**config.mk**
```make
export PLATFORM = sky130hd
export DESIGN_NAME = rf68000_irq_server
export DESIGN_NICKNAME = d
export VERILOG_FILES = /design/src/rtl/rf68000_irq_server.sv
export SDC_FILE = /design/constraint.sdc
export NUM_CORES = 1
export LEC_CHECK = 0
export BUFFER_PORTS_ARGS = -buffer_cell sky130_fd_sc_hd__buf_2
export CAP_MARGIN = 40
export CORE_MARGIN = 2
export CORE_UTILIZATION = 45
export CTS_CLUSTER_SIZE = 14
export DETAILED_ROUTE_END_ITERATION = 8
export PLACE_DENSITY = 0.73
export SETUP_SLACK_MARGIN = 0.15
export SYNTH_ARGS = -nofsm -noshare
export SYNTH_HDL_FRONTEND = slang
export SYNTH_SLANG_ARGS = --single-unit
```
**constraint.sdc**
```tcl
create_clock -name clk_i -period 6.9 [get_ports clk_i]
set_input_delay 1.38 -clock clk_i [delete_from_list [all_inputs] [get_ports clk_i]]
set_output_delay 1.38 -clock clk_i [all_outputs]
set_load 0.02 [all_outputs]
```
**src/rtl/rf68000_irq_server.sv**
```systemverilog
// Interrupt-ring server node: captures packets addressed to ID, queues them,
// and re-dispatches them round-robin to enabled cores through empty ring slots.

package nic_pkg;
  typedef struct packed {
    logic [5:0] did;
    logic [5:0] sid;
    logic [5:0] age;
    logic       firq;
    logic [2:0] irq;
    logic [7:0] cause;
  } ipacket_t;

  typedef struct packed {
    logic [5:0] sid;
    logic       firq;
    logic [2:0] irq;
    logic [7:0] cause;
  } irq_entry_t;
endpackage

module rf68000_irq_server
  import nic_pkg::*;
#(
  parameter logic [5:0]  ID      = 6'd61,
  parameter int unsigned NCORES  = 8,
  parameter int unsigned QDEPTH  = 8,
  parameter logic [5:0]  MAX_AGE = 6'd48
) (
  input  logic                         clk_i,
  input  logic                         rst_i,
  input  ipacket_t                     ipacket_i,
  output ipacket_t                     ipacket_o,
  input  logic [NCORES-1:0]            core_mask_i,
  output logic [$clog2(QDEPTH+1)-1:0]  pending_o,
  output logic                         overflow_o,
  output logic                         drop_o
);

  localparam int unsigned PW  = $clog2(QDEPTH);
  localparam int unsigned CW  = $clog2(QDEPTH + 1);
  localparam int unsigned RW  = (NCORES > 1) ? $clog2(NCORES) : 1;
  localparam int unsigned RW1 = RW + 1;

  irq_entry_t mem [QDEPTH];
  logic [PW-1:0] wptr_q, rptr_q;
  logic [CW-1:0] count_q;
  logic [RW-1:0] rr_q, rr_d;

  irq_entry_t entry_in, last_entry, head_entry;
  ipacket_t   pkt_d;
  logic       push, pop, overflow_d, drop_d;
  logic       full, dup, found;
  logic [RW-1:0]  sel;
  logic [RW1-1:0] idx;

  assign entry_in   = '{sid: ipacket_i.sid, firq: ipacket_i.firq,
                        irq: ipacket_i.irq, cause: ipacket_i.cause};
  assign last_entry = mem[PW'(wptr_q - 1'b1)];
  assign head_entry = mem[rptr_q];
  assign full       = (count_q == CW'(QDEPTH));
  // Last-written entry is still queued whenever the FIFO is non-empty.
  assign dup        = (count_q != '0) && (entry_in == last_entry);

  // Circular first-set search of core_mask_i starting at rr_q
  always_comb begin
    found = 1'b0;
    sel   = '0;
    idx   = '0;
    for (int i = 0; i < NCORES; i++) begin
      idx = RW1'({1'b0, rr_q}) + RW1'(i);
      if (idx >= RW1'(NCORES)) idx = idx - RW1'(NCORES);
      if (!found && core_mask_i[idx[RW-1:0]]) begin
        found = 1'b1;
        sel   = idx[RW-1:0];
      end
    end
  end

  // Output slot selection: capture > scrub > pass > dispatch > empty
  always_comb begin
    pkt_d      = ipacket_i;
    push       = 1'b0;
    pop        = 1'b0;
    overflow_d = 1'b0;
    drop_d     = 1'b0;
    rr_d       = rr_q;
    if (ipacket_i.did == ID) begin
      if (!ipacket_i.firq && ipacket_i.irq == 3'd0) begin
        pkt_d = '0;
      end else if (dup) begin
        pkt_d = '0;
      end else if (!full) begin
        push  = 1'b1;
        pkt_d = '0;
      end else begin
        overflow_d = 1'b1;
      end
    end else if (ipacket_i.did != 6'd0) begin
      if (ipacket_i.age >= MAX_AGE) begin
        pkt_d  = '0;
        drop_d = 1'b1;
      end else if (ipacket_i.age != 6'd63) begin
        pkt_d.age = ipacket_i.age + 6'd1;
      end
    end else if (count_q != '0 && found) begin
      pop         = 1'b1;
      pkt_d.did   = 6'(sel) + 6'd1;
      pkt_d.sid   = ID;
      pkt_d.age   = 6'd0;
      pkt_d.firq  = head_entry.firq;
      pkt_d.irq   = head_entry.irq;
      pkt_d.cause = head_entry.cause;
      rr_d        = (32'(sel) == NCORES - 1) ? '0 : RW'(sel + 1'b1);
    end
  end

  always_ff @(posedge clk_i) begin
    if (rst_i) begin
      ipacket_o  <= '0;
      overflow_o <= 1'b0;
      drop_o     <= 1'b0;
      wptr_q     <= '0;
      rptr_q     <= '0;
      count_q    <= '0;
      rr_q       <= '0;
    end else begin
      ipacket_o  <= pkt_d;
      overflow_o <= overflow_d;
      drop_o     <= drop_d;
      rr_q       <= rr_d;
      if (push) begin
        wptr_q  <= PW'(wptr_q + 1'b1);
        count_q <= count_q + 1'b1;
      end else if (pop) begin
        rptr_q  <= PW'(rptr_q + 1'b1);
        count_q <= count_q - 1'b1;
      end
    end
  end

  // Storage needs no reset; validity is tracked by count_q
  always_ff @(posedge clk_i) begin
    if (!rst_i && push) mem[wptr_q] <= entry_in;
  end

  assign pending_o = count_q;

endmodule

```
Word level (Yosys, flattened, before mapping) --
Memory sizes are Yosys's and may differ from the RTL's. A register that Yosys moved wholly into a read port is not among the register bits. Index checks and enable logic that the tools add are counted.
Operators by class: add/sub/neg operators 23, magnitude comparators 17, mux-type cells 66, reductions and logical operators 28, bitwise operators 3, eq/ne operators 5
Operators by type and width (number):
- $mux W30 | 6
- $mux W3 | 19
- $lt A3 B4 Y1 const B | 8
- $ge A4 B4 Y1 const B | 7
- $mux W1 | 27
- $sub A3 B1 Y3 const B | 9
- $bmux W1 S3 | 8
- $mux W12 | 2
- $eq A18 B18 Y1 | 1
- $add A3 B3 Y4 const B | 4
- $mux W6 | 2
- $logic_and A1 B1 Y1 | 11
- $add A3 B1 Y3 const B | 3
- $logic_not A1 Y1 | 9
- $add A3 B1 Y4 const B | 2
- $add A3 B2 Y4 const B | 2
- $mux W4 | 2
- $add A6 B1 Y6 const B | 1
- $eq A6 B6 Y1 const B | 1
- $ge A6 B6 Y1 const B | 1
- $ne A6 B6 Y1 const B | 1
- $reduce_bool A6 Y1 | 1
- $add A4 B1 Y4 const B | 1
- $eq A4 B4 Y1 const B | 1
- other kinds (11) | 13
Word-level totals: input bits 40, memory bits (writable) 144, bits in registers 45, output and inout port bits 36, word-level logic and storage cells 155, memories kept 1
Memory list:
- mem | words 8, width 18, rd ports 2, clocked after Yosys merged registers in 1, wr ports 1, line 45 | irq_entry_t mem [QDEPTH];

Longest topological paths before layout --
depth in word-level cells 33, mapped depth 20, depth with buffers taken out 15

Worst setup path before layout --
OpenSTA, ideal clock, no wires.
path type register to register, start register wptr_q[0], end memory mem[4][0] (netlist bit) (enable), path slack 1757 ps, arrival 4698 ps, library setup time 446 ps, clock period less this slack 5143 ps, required time 6454 ps, cell stages (with the launch flop) 15, path buffers 4, path through dfxtp_1 -> buf_6 -> clkbuf_8 -> inv_1 -> ha_1 -> xor2_4 -> buf_12 -> mux2i_1 -> mux4_2 -> xor2_1 -> o2111ai_1 -> o31a_1 -> buf_6 -> nand2_2 -> nor4b_1
On the way: cells in the longest elaborated chain, start to end 10
RTL lines:
- start, declared | line 46 | logic [PW-1:0] wptr_q, rptr_q;
- start signal, assigned | line 133 | wptr_q <= PW'(wptr_q + 1'b1);
- $sub A3 B1 Y3 | line 59 | assign last_entry = mem[PW'(wptr_q - 1'b1)];
- $mem_v2 Z8 W18
- $eq A18 B18 Y1 | line 63 | assign dup = (count_q != '0) && (entry_in == last_entry);
- $logic_and A1 B1 Y1 | line 63
- $mux W1 | line 91 | end else if (dup) begin
- $mux W1 | line 89 | if (!ipacket_i.firq && ipacket_i.irq == 3'd0) begin
- $mux W1 | line 88 | if (ipacket_i.did == ID) begin
- $logic_and A1 B1 Y1 | line 144 | if (!rst_i && push) mem[wptr_q] <= entry_in;
- $mux W1 | line 144
- $mux W1 (implied by the code) | line 144
- end, declared | line 45
Parallel ways exist; a longest one is shown, timed or not.

Worst setup path in the final report --
start register rr_q[0], end register ipacket_o[8] (netlist bit)
On the way: cells in the longest elaborated chain, start to end 30, elaborated cells between the ends (all ways) 73, classes of those cells add/sub: 15; order compare: 8; mux: 35; reduce/logical: 15
RTL lines:
- start, declared | line 48 | logic [RW-1:0] rr_q, rr_d;
- start signal, assigned | line 131 | rr_q <= rr_d;
- parallel branches: the longest is 25 deep, another holds $add A3 B1 Y4
- $mux W1 (*) | line 73 | if (!found && core_mask_i[idx[RW-1:0]]) begin
- $logic_and A1 B1 Y1 (*) | line 106 | end else if (count_q != '0 && found) begin
- $mux W30 (*) | line 106
- $mux W30 (*) | line 99 | end else if (ipacket_i.did != 6'd0) begin
- $mux W30 (*) | line 88
- end signal, assigned | line 128 | ipacket_o <= pkt_d;
- end, declared | line 33 | output ipacket_t ipacket_o,
Mark *: on every way between the ends. The select of a mux whose other input is x is not followed. A chain may end at the register's enable or synchronous reset.

==> summary.txt <==
Detailed routing
  – Via count: 6,050
  – Routed WL: 22,200 µm
  – Via/cell ratio: 6.05
  – Detail Route Antenna Nets: 0
  – Initial DRC count: 494
  – DRC viols: 0
  – Routed length per placed instance: 22.2 µm
  – Drt first pass iters: 5

Synthesis
  – Synth Cell Area: 9470 µm²
  – Synth Register Bits: 192
  – Netlist cell types: 74
  – Gate Count Post-Synth: 636
  – Synth warn: 0
  – Mapped Nets: 687
  – Post-synth EDFFs: 144
  – Seq/Total Area, Yosys: 55.8%
  – Synth async-reset ratio: 0%
  – Syn Area/Cell: 14.9 µm²
  – Top_reg_cell synth: edfxtp_1

Clocking
  – Clk_lat worst skew: 0.44 ns
  – Clock-pin slew on the worst setup and hold paths: 0.07 ns
  – Post-CTS Resized: 0
  – Clk sinks: 192
  – Clk root buf: clkbuf_16
  – TritonCTS Buffers: 17
  – CTS Hold Bufs: 0
  – Htree depth: 4
  – Postcts setup bufs: 0
  – TritonCTS clock tree: built
  – Clk buf depth: 2

Final layout
  – Synthesis-to-layout area growth: 13.0%
  – Inserted Diodes: 0
  – Design Area, Final: 10,700 µm²
  – Layout cells sized above 1: 31.2%
  – Commonest cells after routing, fill and taps aside: edfxtp_1 (144), buf_2 (76), mux4_2 (70)
  – Nets: 763
  – Non-Filler Instances: 1,000
  – Commonest non-fill, non-tap cell in the layout: edfxtp_1

Placement
  – Area after DPL: 10,200 µm²
  – RePlAce Congestion: 0.853
  – Placed cells: 968
  – Final HPWL DP: 14,800 µm
  – Port Buf Inserts: 75

Critical path
  – Worst R2R Start: rr_q[0]
  – Worst-path fanout max: 15
  – Internal reg-to-reg setup slack: 2.14 ns
  – Startpoint types: flip-flop
  – WP data required: 7.18 ns
  – Arrival time of the worst setup path: 5.04 ns
  – Crit Path Category: reg -> reg
  – Crit path capture type: flip-flop
  – CP Launch Point: rr_q[0]

STA
  – Finish-stage setup viols: 0
  – RSZ-0062 raised after global routing: false
  – Period minus WS final: 4.76 ns
  – Final max-slew violation count: 0
  – Worst-case clock skew: 0.0130 ns
  – Final Hold Viols: 0
  – Fmax: 210 MHz
  – Period utilization: 69.0%
  – Setup TNS: 0 ns
  – Rel. slew slack: 40.6%
  – Slew at the pin with the worst max-slew slack: 0.890 ns

Global route
  – Initial antenna violation count: 0
  – Remaining Overflow, GRT: 0
  – Largest net degree at the start of global routing: 37
  – All-Layer GR Usage: 20.8%
  – First-pass GRT wire length: 35,000 µm
  – Vias in the first global route: 6,288

Power
  – Sw frac: 23.3%
  – Pwr dens: 217 nW/µm²
  – Reg power frac: 53.9%
  – P_int: 0.00178 W
  – Clk pwr share: 39.7%
  – VDD IR-drop max: 0.190 mV
  – Net switching power: 0.000542 W
  – Pleak: 3.70 nW
  – Total power: 0.00232 W
  – Comb pwr share: 6.4%

Floorplanning
  – Site row count: 53
  – Initial Util: 45.5%
  – Die Height: 149 µm
  – I/O pin count: 76
  – Core box area: 20,800 µm²
  – Die Wd: 149 µm
  – Die Footprint: 22,200 µm²

Flow run
  – Maxcap violations: 0

Run status
  – Status: finished clean

Worst hold path
  – Min-delay src: pending_o[2]
  – Hold Crit Class: reg -> reg
## layer usage
metal	up-vias	GRT usage, %	part of all wire (%)
li1	2674	-	-
met4	0	7.05	2.0
met1	3089	26.8	40
met5	-	0	0
met2	247	35.4	51
met3	40	4.19	6.7
## cell type report
class	count	area [µm²]
Multi-Input combinational cell	381	3900
Timing Repair Buffer	93	528
Clock inverter	12	96.3
Clock buffer	20	447
Fill cell	1724	10100
Inverter	27	101
Tap cell	275	344
Sequential cell	192	5290
## worst paths after layout
check | end | cells after the start
setup / recovery | ipacket_o[8] | 11
hold / removal | pending_o[2] | 2
hold reg to reg | pending_o[2] | 2
setup reg to reg | ipacket_o[8] | 11
## power groups by stage
stage	combinational (W)	clock [W]	sequential [W]
floorplan	0.0000710	0	0.00129
global placement	0.000141	0	0.00128
detailed placement	0.000147	0	0.00128
CTS	0.000147	0.000929	0.00125
global route	0.000161	0.000972	0.00125
finish	0.000148	0.000922	0.00125
## synthesized netlist by cell type (all sizes together) (5+ instances only)
| library cell | number | share of area [%] |
|---|---|---|
| edfxtp | 144 | 46 |
| mux4 | 70 | 17 |
| dfxtp | 48 | 10 |
| mux2i | 39 | 4.1 |
| xnor2 | 32 | 3.1 |
| nor2 | 29 | 1.2 |
| nand2 | 28 | 1.1 |
| inv | 27 | 1.1 |
| buf | 19 | 1.5 |
| nor3 | 19 | 1.1 |
| a21oi | 16 | 1.0 |
| clkbuf | 16 | 0.74 |
| o22ai | 14 | 0.92 |
| nand3 | 13 | 0.74 |
| o21ai | 11 | 0.58 |
| ha | 10 | 1.3 |
| xor2 | 8 | 0.94 |
| a31oi | 6 | 0.40 |
| nand4 | 5 | 0.33 |
| nor4 | 5 | 0.33 |
| o22a | 5 | 0.53 |
## cell families after synthesis
kind of cell    after synthesis  share of synthesized area, %
buf+inv                      63                          3.46
simple gates                125                          6.69
fa+ha+maj                    11                          1.53
flops                       192                          55.8
mux                         112                          21.2
compound gates               93                          7.29
xor+xnor                     40                          4.06
## sequential cells by signal (all words and copies together), names as in the netlist, named ones only
name	count
rr_q	3
wptr_q	3
ipacket_o	30
mem	144
pending_o	4
overflow_o	1
drop_o	1
rptr_q	3
## worst max-delay path, stage by stage (launching register included)
cell      delay (ns)
dfxtp_1         0.72
inv_1           0.28
ha_1            0.53
mux4_2          0.48
a21oi_1         0.09
a32oi_1         0.46
nor2_2          0.17
a211oi_2        0.61
buf_4           0.31
nor3_1          0.11
a21oi_2         0.65
o22ai_1         0.19
## through the flow
step	hold slack, ns	worst slack [ns]	util, %
2_1_floorplan	0.485	1.76	-
3_5_place_dp	0.538	2.24	48.8
6_report	0.552	2.14	51.4
3_3_place_gp	0.517	2.10	48.6
5_1_grt	0.571	1.75	51.4
4_1_cts	0.545	2.21	51.4
Power figures use the tool's default switching activity.
